`config.mk`:
```
export PLATFORM = sky130hd
export DESIGN_NAME = bcd_timer_ssd
export DESIGN_NICKNAME = d
export VERILOG_FILES = /design/src/rtl/bcd_timer_ssd.sv
export SDC_FILE = /design/constraint.sdc
export NUM_CORES = 1
export LEC_CHECK = 0
export CORE_MARGIN = 2
export CORE_UTILIZATION = 56
export DETAILED_ROUTE_END_ITERATION = 7
export PLACE_DENSITY = 0.9
export SETUP_SLACK_MARGIN = 0.5
export SYNTH_ARGS = -nofsm -noshare
export SYNTH_HDL_FRONTEND = slang
export SYNTH_SLANG_ARGS = --single-unit
```
`constraint.sdc`:
```
create_clock -name clk -period 2.8 [get_ports clk]
set_input_delay 0.84 -clock clk [delete_from_list [all_inputs] [get_ports clk]]
set_output_delay 0.84 -clock clk [all_outputs]
set_load 0.005 [all_outputs]
```
`src/rtl/bcd_timer_ssd.sv`:
```
// Multi-digit BCD up/down timer with start/pause FSM and a
// scanned seven-segment driver for the board display.
module bcd_timer_ssd #(
  parameter int          DIGITS    = 4,
  parameter logic [15:0] INIT_BCD  = 16'h0030,
  parameter int          SCAN_BITS = 16
) (
  input  logic                clk,
  input  logic                rst_n,
  input  logic                tick,
  input  logic                start_pause,
  input  logic                load,
  input  logic [4*DIGITS-1:0] load_val,
  input  logic                mode,
  output logic [4*DIGITS-1:0] count_bcd,
  output logic [7:0]          ssd,
  output logic [DIGITS-1:0]   ssd_en,
  output logic [14:0]         led,
  output logic                done
);

  localparam int W = 4 * DIGITS;

  typedef enum logic [1:0] {
    IDLE, RUN, PAUSE, DONE
  } state_t;

  state_t         state, n_state;
  logic [W-1:0]   count, term;
  logic           dir;
  logic [W-1:0]   n_count, n_term;
  logic           n_dir;
  logic [W-1:0]   ld_c, inc, dec;
  logic           cy, bw;

  logic [SCAN_BITS-1:0] pre;
  logic [1:0]           k;
  logic                 scan_on;
  logic [15:0]          cnt16;
  logic [3:0]           cur_dig;

  function automatic logic [7:0] seg7(input logic [3:0] d);
    case (d)
      4'd0:    return 8'b00000011;
      4'd1:    return 8'b10011111;
      4'd2:    return 8'b00100101;
      4'd3:    return 8'b00001101;
      4'd4:    return 8'b10011001;
      4'd5:    return 8'b01001001;
      4'd6:    return 8'b01000001;
      4'd7:    return 8'b00011111;
      4'd8:    return 8'b00000001;
      4'd9:    return 8'b00001001;
      default: return 8'b11111111;
    endcase
  endfunction

  // Per-digit clamp plus ripple carry/borrow chains.
  always_comb begin
    ld_c = '0;
    inc  = count;
    dec  = count;
    cy   = 1'b1;
    bw   = 1'b1;
    for (int i = 0; i < DIGITS; i++) begin
      ld_c[4*i+:4] = (load_val[4*i+:4] > 4'd9) ?
                     4'd9 : load_val[4*i+:4];
      if (cy) begin
        if (count[4*i+:4] == 4'd9) begin
          inc[4*i+:4] = 4'd0;
        end else begin
          inc[4*i+:4] = count[4*i+:4] + 4'd1;
          cy = 1'b0;
        end
      end
      if (bw) begin
        if (count[4*i+:4] == 4'd0) begin
          dec[4*i+:4] = 4'd9;
        end else begin
          dec[4*i+:4] = count[4*i+:4] - 4'd1;
          bw = 1'b0;
        end
      end
    end
  end

  always_comb begin
    n_state = state;
    n_count = count;
    n_term  = term;
    n_dir   = dir;
    if (load) begin
      n_count = mode ? '0 : ld_c;
      n_term  = mode ? ld_c : '0;
      n_dir   = mode;
      n_state = IDLE;
    end else if (start_pause) begin
      unique case (state)
        IDLE:  n_state = (count == term) ? DONE : RUN;
        RUN:   n_state = PAUSE;
        PAUSE: n_state = RUN;
        DONE:  n_state = DONE;
      endcase
    end else if (tick && state == RUN) begin
      n_count = dir ? inc : dec;
      if (n_count == term) n_state = DONE;
    end
  end

  always_ff @(posedge clk or negedge rst_n) begin
    if (!rst_n) begin
      state <= IDLE;
      count <= INIT_BCD[W-1:0];
      term  <= '0;
      dir   <= 1'b0;
      led   <= '0;
    end else begin
      state <= n_state;
      count <= n_count;
      term  <= n_term;
      dir   <= n_dir;
      led   <= {15{n_state == DONE}};
    end
  end

  assign count_bcd = count;
  assign done      = (state == DONE);

  assign cnt16   = 16'(count);
  assign cur_dig = cnt16[{k, 2'b00} +: 4];

  // Display stays blank until the prescaler first wraps.
  always_ff @(posedge clk or negedge rst_n) begin
    if (!rst_n) begin
      pre     <= '0;
      k       <= '0;
      scan_on <= 1'b0;
      ssd     <= 8'hFF;
      ssd_en  <= '1;
    end else begin
      pre <= pre + 1'b1;
      if (&pre) begin
        k       <= (k == 2'(DIGITS - 1)) ? 2'd0 : k + 2'd1;
        scan_on <= 1'b1;
      end
      ssd_en <= scan_on ? ~(DIGITS'(1) << k) : '1;
      ssd    <= scan_on ? seg7(cur_dig) : 8'hFF;
    end
  end

endmodule

```
# Yosys cells after proc, flatten, opt, wreduce, memory -nomap -nowiden

Memory sizes are Yosys's and may differ from the RTL's.
Cells that the tools add are included.

Register bits: 67
ROM bits: 112
Output and inout port bits: 44
Memories kept: 1

$add $sub $neg: 10
$lt $le $gt $ge: 4
Eq/ne operators: 12
Shifts and indexed selects: 2
Mux-type cells: 43
Bitwise logic cells: 1
Reductions and logical operators: 9

Memory list:

| name            | words | width | rd ports | clocked after Yosys merged registers in | write ports | line | text |
|---|---|---|---|---|---|---|---|
| (no name shown) | 16    | 7     | 1        | 0                                       | 0           | 43   | `case (d)` |

Operators by type and width:

| cell                                                                  | number |
|---|---|
| 16-bit 2-to-1 mux                                                     | 6 |
| 4-bit 2-to-1 mux                                                      | 19 |
| 16-bit equality test                                                  | 2 |
| 16-bit by 1-bit adder with 16-bit output, second input constant       | 1 |
| 4-bit by 1-bit adder with 4-bit output, second input constant         | 4 |
| 4-bit equality test, second input constant                            | 4 |
| 4-bit > comparator, second input constant                             | 4 |
| 4-bit zero test                                                       | 4 |
| 16-bit AND reduction                                                  | 1 |
| 16-bit by 5-bit indexed part select with 4-bit output                 | 1 |
| 4-bit by 1-bit subtractor with 4-bit output, second input constant    | 4 |
| 2-bit 2-to-1 mux                                                      | 6 |
| 1-bit 2-to-1 mux                                                      | 10 |
| 2-bit equality test, second input constant                            | 4 |
| 8-bit 2-to-1 mux                                                      | 1 |
| 2-bit case mux with 4 select lines                                    | 1 |
| 4-bit NOT                                                             | 1 |
| 1-bit by 2-bit << shifter with 4-bit output, first input constant     | 1 |
| 2-bit by 1-bit adder with 2-bit output, second input constant         | 1 |
| 2-bit by 1-bit equality test with 1-bit output, second input constant | 1 |
| 2-bit zero test                                                       | 1 |
| 2-bit by 1-bit != test with 1-bit output, second input constant       | 1 |
| 2-bit AND reduction                                                   | 1 |
| 2-bit nonzero test                                                    | 1 |
| 1-bit logical AND                                                     | 1 |

# Longest topological paths before layout

Depth in word-level cells: 12
Depth in mapped cells: 11
Mapped depth without buffers: 10

# Worst setup path before layout

No wires, ideal clock.

Kind: reg2reg
Start point: reg count[4], in the netlist count_bcd[4]
End point: reg, netlist name led[0]
Setup time: 0.076 ns
Arrival: 2.490 ns
Slack: 0.233 ns
Cell stages (with the launch flop): 12
Buffers on the path: 1
Period minus slack after synthesis: 2.567 ns
Cell sequence: dfstp_2 clkbuf_1 inv_1 ha_1 nor3b_4 nand3_4 mux2_2 mux2_2 xor2_1 and4_1 nand4_1 o21ai_1

Cells in the longest elaborated chain, start to end: 12
Elaborated cells between the ends (all ways): 28

Ends and longest elaborated chain:

| element                                                 | line   | text |
|---|---|---|
| from (decl)                                             | 29     | `logic [W-1:0] count, term;` |
| from (signal assigned)                                  | 113    | `count <= INIT_BCD[W-1:0];` |
| from (signal assigned)                                  | 119    | `count <= n_count;` |
| 4-bit equality test or 4-bit zero test (tied branches)  | 69, 77 |  |
| 1-bit 2-to-1 mux, on equally long branches              | 69, 77 |  |
| 1-bit 2-to-1 mux, on equally long branches (2 in a row) | 68, 76 |  |
| 4-bit 2-to-1 mux, on equally long branches              | 68, 76 |  |
| 16-bit 2-to-1 mux                                       | 105    | `n_count = dir ? inc : dec;` |
| 16-bit equality test                                    | 106    | `if (n_count == term) n_state = DONE;` |
| 2-bit 2-to-1 mux                                        | 106    |  |
| 2-bit 2-to-1 mux                                        | 104    | `end else if (tick && state == RUN) begin` |
| 2-bit 2-to-1 mux *                                      | 97     | `end else if (start_pause) begin` |
| 2-bit 2-to-1 mux *                                      | 92     | `if (load) begin` |
| 2-bit equality test *                                   | 122    | `led <= {15{n_state == DONE}};` |

Every way passes the cells marked *; elsewhere a longest branch is shown, timed or not.
A chain may end at the register's enable or synchronous reset.

# Worst setup path after layout

Start point: reg count[4], in the netlist count_bcd[4]
End point: reg, netlist name led[0]

Cells in the longest elaborated chain, start to end: 12
Elaborated cells between the ends (all ways): 28

Ends and longest elaborated chain:

| element                                                 | line |
|---|---|
| 4-bit equality test or 4-bit zero test (tied branches)  | 69, 77 |
| 1-bit 2-to-1 mux, on equally long branches              | 69, 77 |
| 1-bit 2-to-1 mux, on equally long branches (2 in a row) | 68, 76 |
| 4-bit 2-to-1 mux, on equally long branches              | 68, 76 |
| 16-bit 2-to-1 mux                                       | 105 |
| 16-bit equality test                                    | 106 |
| 2-bit 2-to-1 mux                                        | 106 |
| 2-bit 2-to-1 mux                                        | 104 |
| 2-bit 2-to-1 mux *                                      | 97 |
| 2-bit 2-to-1 mux *                                      | 92 |
| 2-bit equality test *                                   | 122 |

Marked as above.

==> impl_metrics.env <==
export IMPL_use_met1_pct=38.7
export IMPL_p_sw_mw=1.22
export IMPL_relSlewSlack_pct=64.8
export IMPL_arrival_ps=2730
export IMPL_drv_slew=0
export IMPL_max_cap_violations=0
export IMPL_finalWirelength_mm=13.6
export IMPL_placedCellCount=674
export IMPL_ys_seq_elements=66
export IMPL_crit_path_end_kind="register"
export IMPL_synth_ff_type="dfrtp_1"
export IMPL_p_leak_nw=2.62
export IMPL_syn_area_per_cell_sq_um=8.88
export IMPL_grt_pass1_vias=4112
export IMPL_synth_edff_count=0
export IMPL_yosys_area_share_simple_pct=21.4
export IMPL_syn_instance_count=526
export IMPL_core_area_sq_um=8130
export IMPL_outcome="finished, final reports clean"
export IMPL_switching_share_pct=36.7
export IMPL_synthArstFlopShare_pct=100
export IMPL_critPathLaunchType="register"
export IMPL_gr_usage_met3_pct=5.69
export IMPL_ant_nets=0
export IMPL_synthMuxAreaShare_pct=4.42
export IMPL_routabilityCongestion=0.996
export IMPL_grt_pass1_wl_mm=20.5
export IMPL_cts_hold_buffers=0
export IMPL_cts_buffer_depth=2
export IMPL_final_cell_mix="58 x clkdlybuf4s50_1, 56 x nand2_1, 50 x buf_4, 47 x nor2_1, 42 x dfrtp_1"
export IMPL_power_internal_mw=2.10
export IMPL_wl_per_cell_um=18.7
export IMPL_cts_inserted_buffers=9
export IMPL_grt_use_total_pct=29.5
export IMPL_port_buffers=64
export IMPL_die_x_um=95.3
export IMPL_synth_nets=571
export IMPL_path_clk_slew_ps=80
export IMPL_power_frac_clock_pct=25.0
export IMPL_worstMarginPinSlew_ps=528
export IMPL_use_met2_pct=48.0
export IMPL_antennaDiodeCount=0
export IMPL_dr_total_vias=4463
export IMPL_fin_crit_sh_pct=89.4
export IMPL_p_seq_share_pct=34.4
export IMPL_finalSetupTns_ps=0
export IMPL_synth_top_family_by_area="simple AND/OR/NAND/NOR gates"
export IMPL_synth_distinct_cells=62
export IMPL_cts_tree="yes"
export IMPL_yosysWarnings=0
export IMPL_critical_path_max_fanout=5
export IMPL_fp_row_count=33
export IMPL_top_usage_layer="met2"
export IMPL_crit_type="reg -> reg"
export IMPL_mostFrequentLayoutCell="clkdlybuf4s50_1"
export IMPL_dieArea_sq_um=9080
export IMPL_start_util_pct=57.4
export IMPL_drt_iter0_drc=354
export IMPL_p_comb_share_pct=40.6
export IMPL_fin_skew_ps=9.97
export IMPL_final_cell_count_no_fill=725
export IMPL_cts_root_buf="clkbuf_8"
export IMPL_cts_sink_count=66
export IMPL_max_freq_mhz=399
export IMPL_vias_per_cell=6.16
export IMPL_synth_xor_area_share_pct=9.57
export IMPL_grt_max_degree=26
export IMPL_critPathRequiredTime_ps=3030
export IMPL_synth_adder_area_share_pct=6.16
export IMPL_drc=0
export IMPL_post_route_min_period_ps=2500
export IMPL_synth_compound_area_share_pct=15.6
export IMPL_die_h_um=95.3
export IMPL_syn_to_final_growth_pct=29.8
export IMPL_insertion_delay_ps=350
export IMPL_hold_class="in -> async"
export IMPL_setup_viol=0
export IMPL_ys_seq_area_share_pct=35.7
export IMPL_drtPass1Iterations=5
export IMPL_fillers=549
export IMPL_htreeDepth=3
export IMPL_grt_ovfl_total=0
export IMPL_dp_hpwl_mm=9.13
export IMPL_num_io_pins=66
export IMPL_finalHoldViolCount=0
export IMPL_rsz0062_at_grt="true"
export IMPL_nets=660
export IMPL_powerDensity_nw_per_um2=547
export IMPL_peakVddDrop_v=0.000319
export IMPL_antenna_found_initial=0
export IMPL_drive_gt1_share_pct=23.1
export IMPL_syn_cell_area_sq_um=4670
==> synth_stat cells, types with 4 or more instances <==
cell type | n | area share (%)
nand3_1 | 18 | 1.9
nor2b_1 | 4 | 0.54
clkbuf_1 | 23 | 1.8
a21oi_1 | 24 | 2.6
o21ai_0 | 29 | 3.1
nor3_1 | 5 | 0.54
o22ai_1 | 5 | 0.67
dfstp_2 | 13 | 7.3
nand2b_1 | 6 | 0.80
nand4_1 | 5 | 0.67
buf_4 | 15 | 2.4
nand2_1 | 57 | 4.6
mux4_2 | 4 | 1.9
nor4_1 | 8 | 1.1
a31oi_1 | 4 | 0.54
and3b_1 | 4 | 0.75
nor2_1 | 47 | 3.8
and3_1 | 8 | 1.1
ha_1 | 23 | 6.2
a211oi_1 | 4 | 0.64
mux2i_1 | 6 | 1.3
o211ai_1 | 5 | 0.80
o2bb2ai_1 | 15 | 2.8
buf_2 | 4 | 0.43
a22oi_1 | 6 | 0.96
mux2_2 | 4 | 0.96
xnor2_1 | 25 | 4.7
inv_1 | 23 | 1.8
xor2_1 | 26 | 4.9
dfrtp_1 | 53 | 28
==> critical path: stages, from the launching register on <==
cell      delay (ps)
dfstp_2          420
inv_2            100
ha_4             150
nor3b_4          330
nand2_2          150
or4_4            550
a21oi_4          160
xor2_1            80
a32oi_1          240
nand2b_1         140
o21ai_1           60
==> area by class of cell <==
cell class	count	area (sq um)	share of cell area, %
Clock inverter	6	66.3	1.09
Clock buffer	10	138	2.27
Sequential cell	66	1680	27.8
Timing Repair Buffer	122	1110	18.4
Inverter	25	98.8	1.63
Multi-Input combinational cell	391	2830	46.7
Tap cell	105	131	2.17
==> path summary, 6_finish.rpt <==
kind / start / endpoint / slack (ps) / cells past startpoint
worst max-delay path: count_bcd[4] / led[0] / 300 / 10
worst max register to register: count_bcd[4] / led[0] / 300 / 10
worst min register to register: pre[14] / pre[14] / 470 / 1
max in group asynchronous: rst_n / count_bcd[5] / 1560 / 2
min in group clk: pre[14] / pre[14] / 470 / 1
worst min-delay path: rst_n / count_bcd[3] / 460 / 1
==> stage by stage <==
stage	util, %	total power, mW	hold slack (ps)	setup slack [ps]	cell area, sq um
6_report	74.5	3.31	462	296	6060
5_1_grt	74.5	3.47	483	169	6060
4_1_cts	72.0	3.17	473	357	5860
3_5_place_dp	67.1	2.25	458	96.4	5450
3_3_place_gp	67.1	2.22	451	202	5450
2_1_floorplan	-	1.87	435	462	4780
==> logic make-up (layout without fill, tap and decap cells) <==
logic type,count (synthesis),in the layout
buf+inv,69,163
fa+ha+maj,23,23
other cells,1,1
compound gates,113,113
xor+xnor,51,51
simple gates,188,188
flops,66,66
mux,15,15
==> flip-flops by register name, summed over array words and instances, names as in the netlist <==
signal / count
count_bcd: 16
pre: 16
term: 16
ssd: 7
ssd_en: 4
k: 2
state: 2
dir: 1
led: 1
scan_on: 1
==> per-layer routing <==
layer	vias up	part of all wire (%)
met4	0	3.4
met3	54	7.7
met5	-	0
met1	2140	41
li1	2015	-
met2	254	48
==> power by group through the flow <==
stage / clock, mW / sequential, mW / combinational (mW)
6_report: 0.829 / 1.14 / 1.35
5_1_grt: 0.887 / 1.15 / 1.44
4_1_cts: 0.835 / 1.14 / 1.20
3_5_place_dp: 0 / 1.17 / 1.08
3_3_place_gp: 0 / 1.17 / 1.05
2_1_floorplan: 0 / 1.12 / 0.756
==> repair_timing <==
action / 4_1_cts / 5_1_grt
setup buffers: 19 / 16
pin swaps: 1 / 11
setup endpoints to repair: 31 / 29
gates resized for setup: 21 / 20
gates cloned: 0 / 0
(Power assumes the default switching activity.)
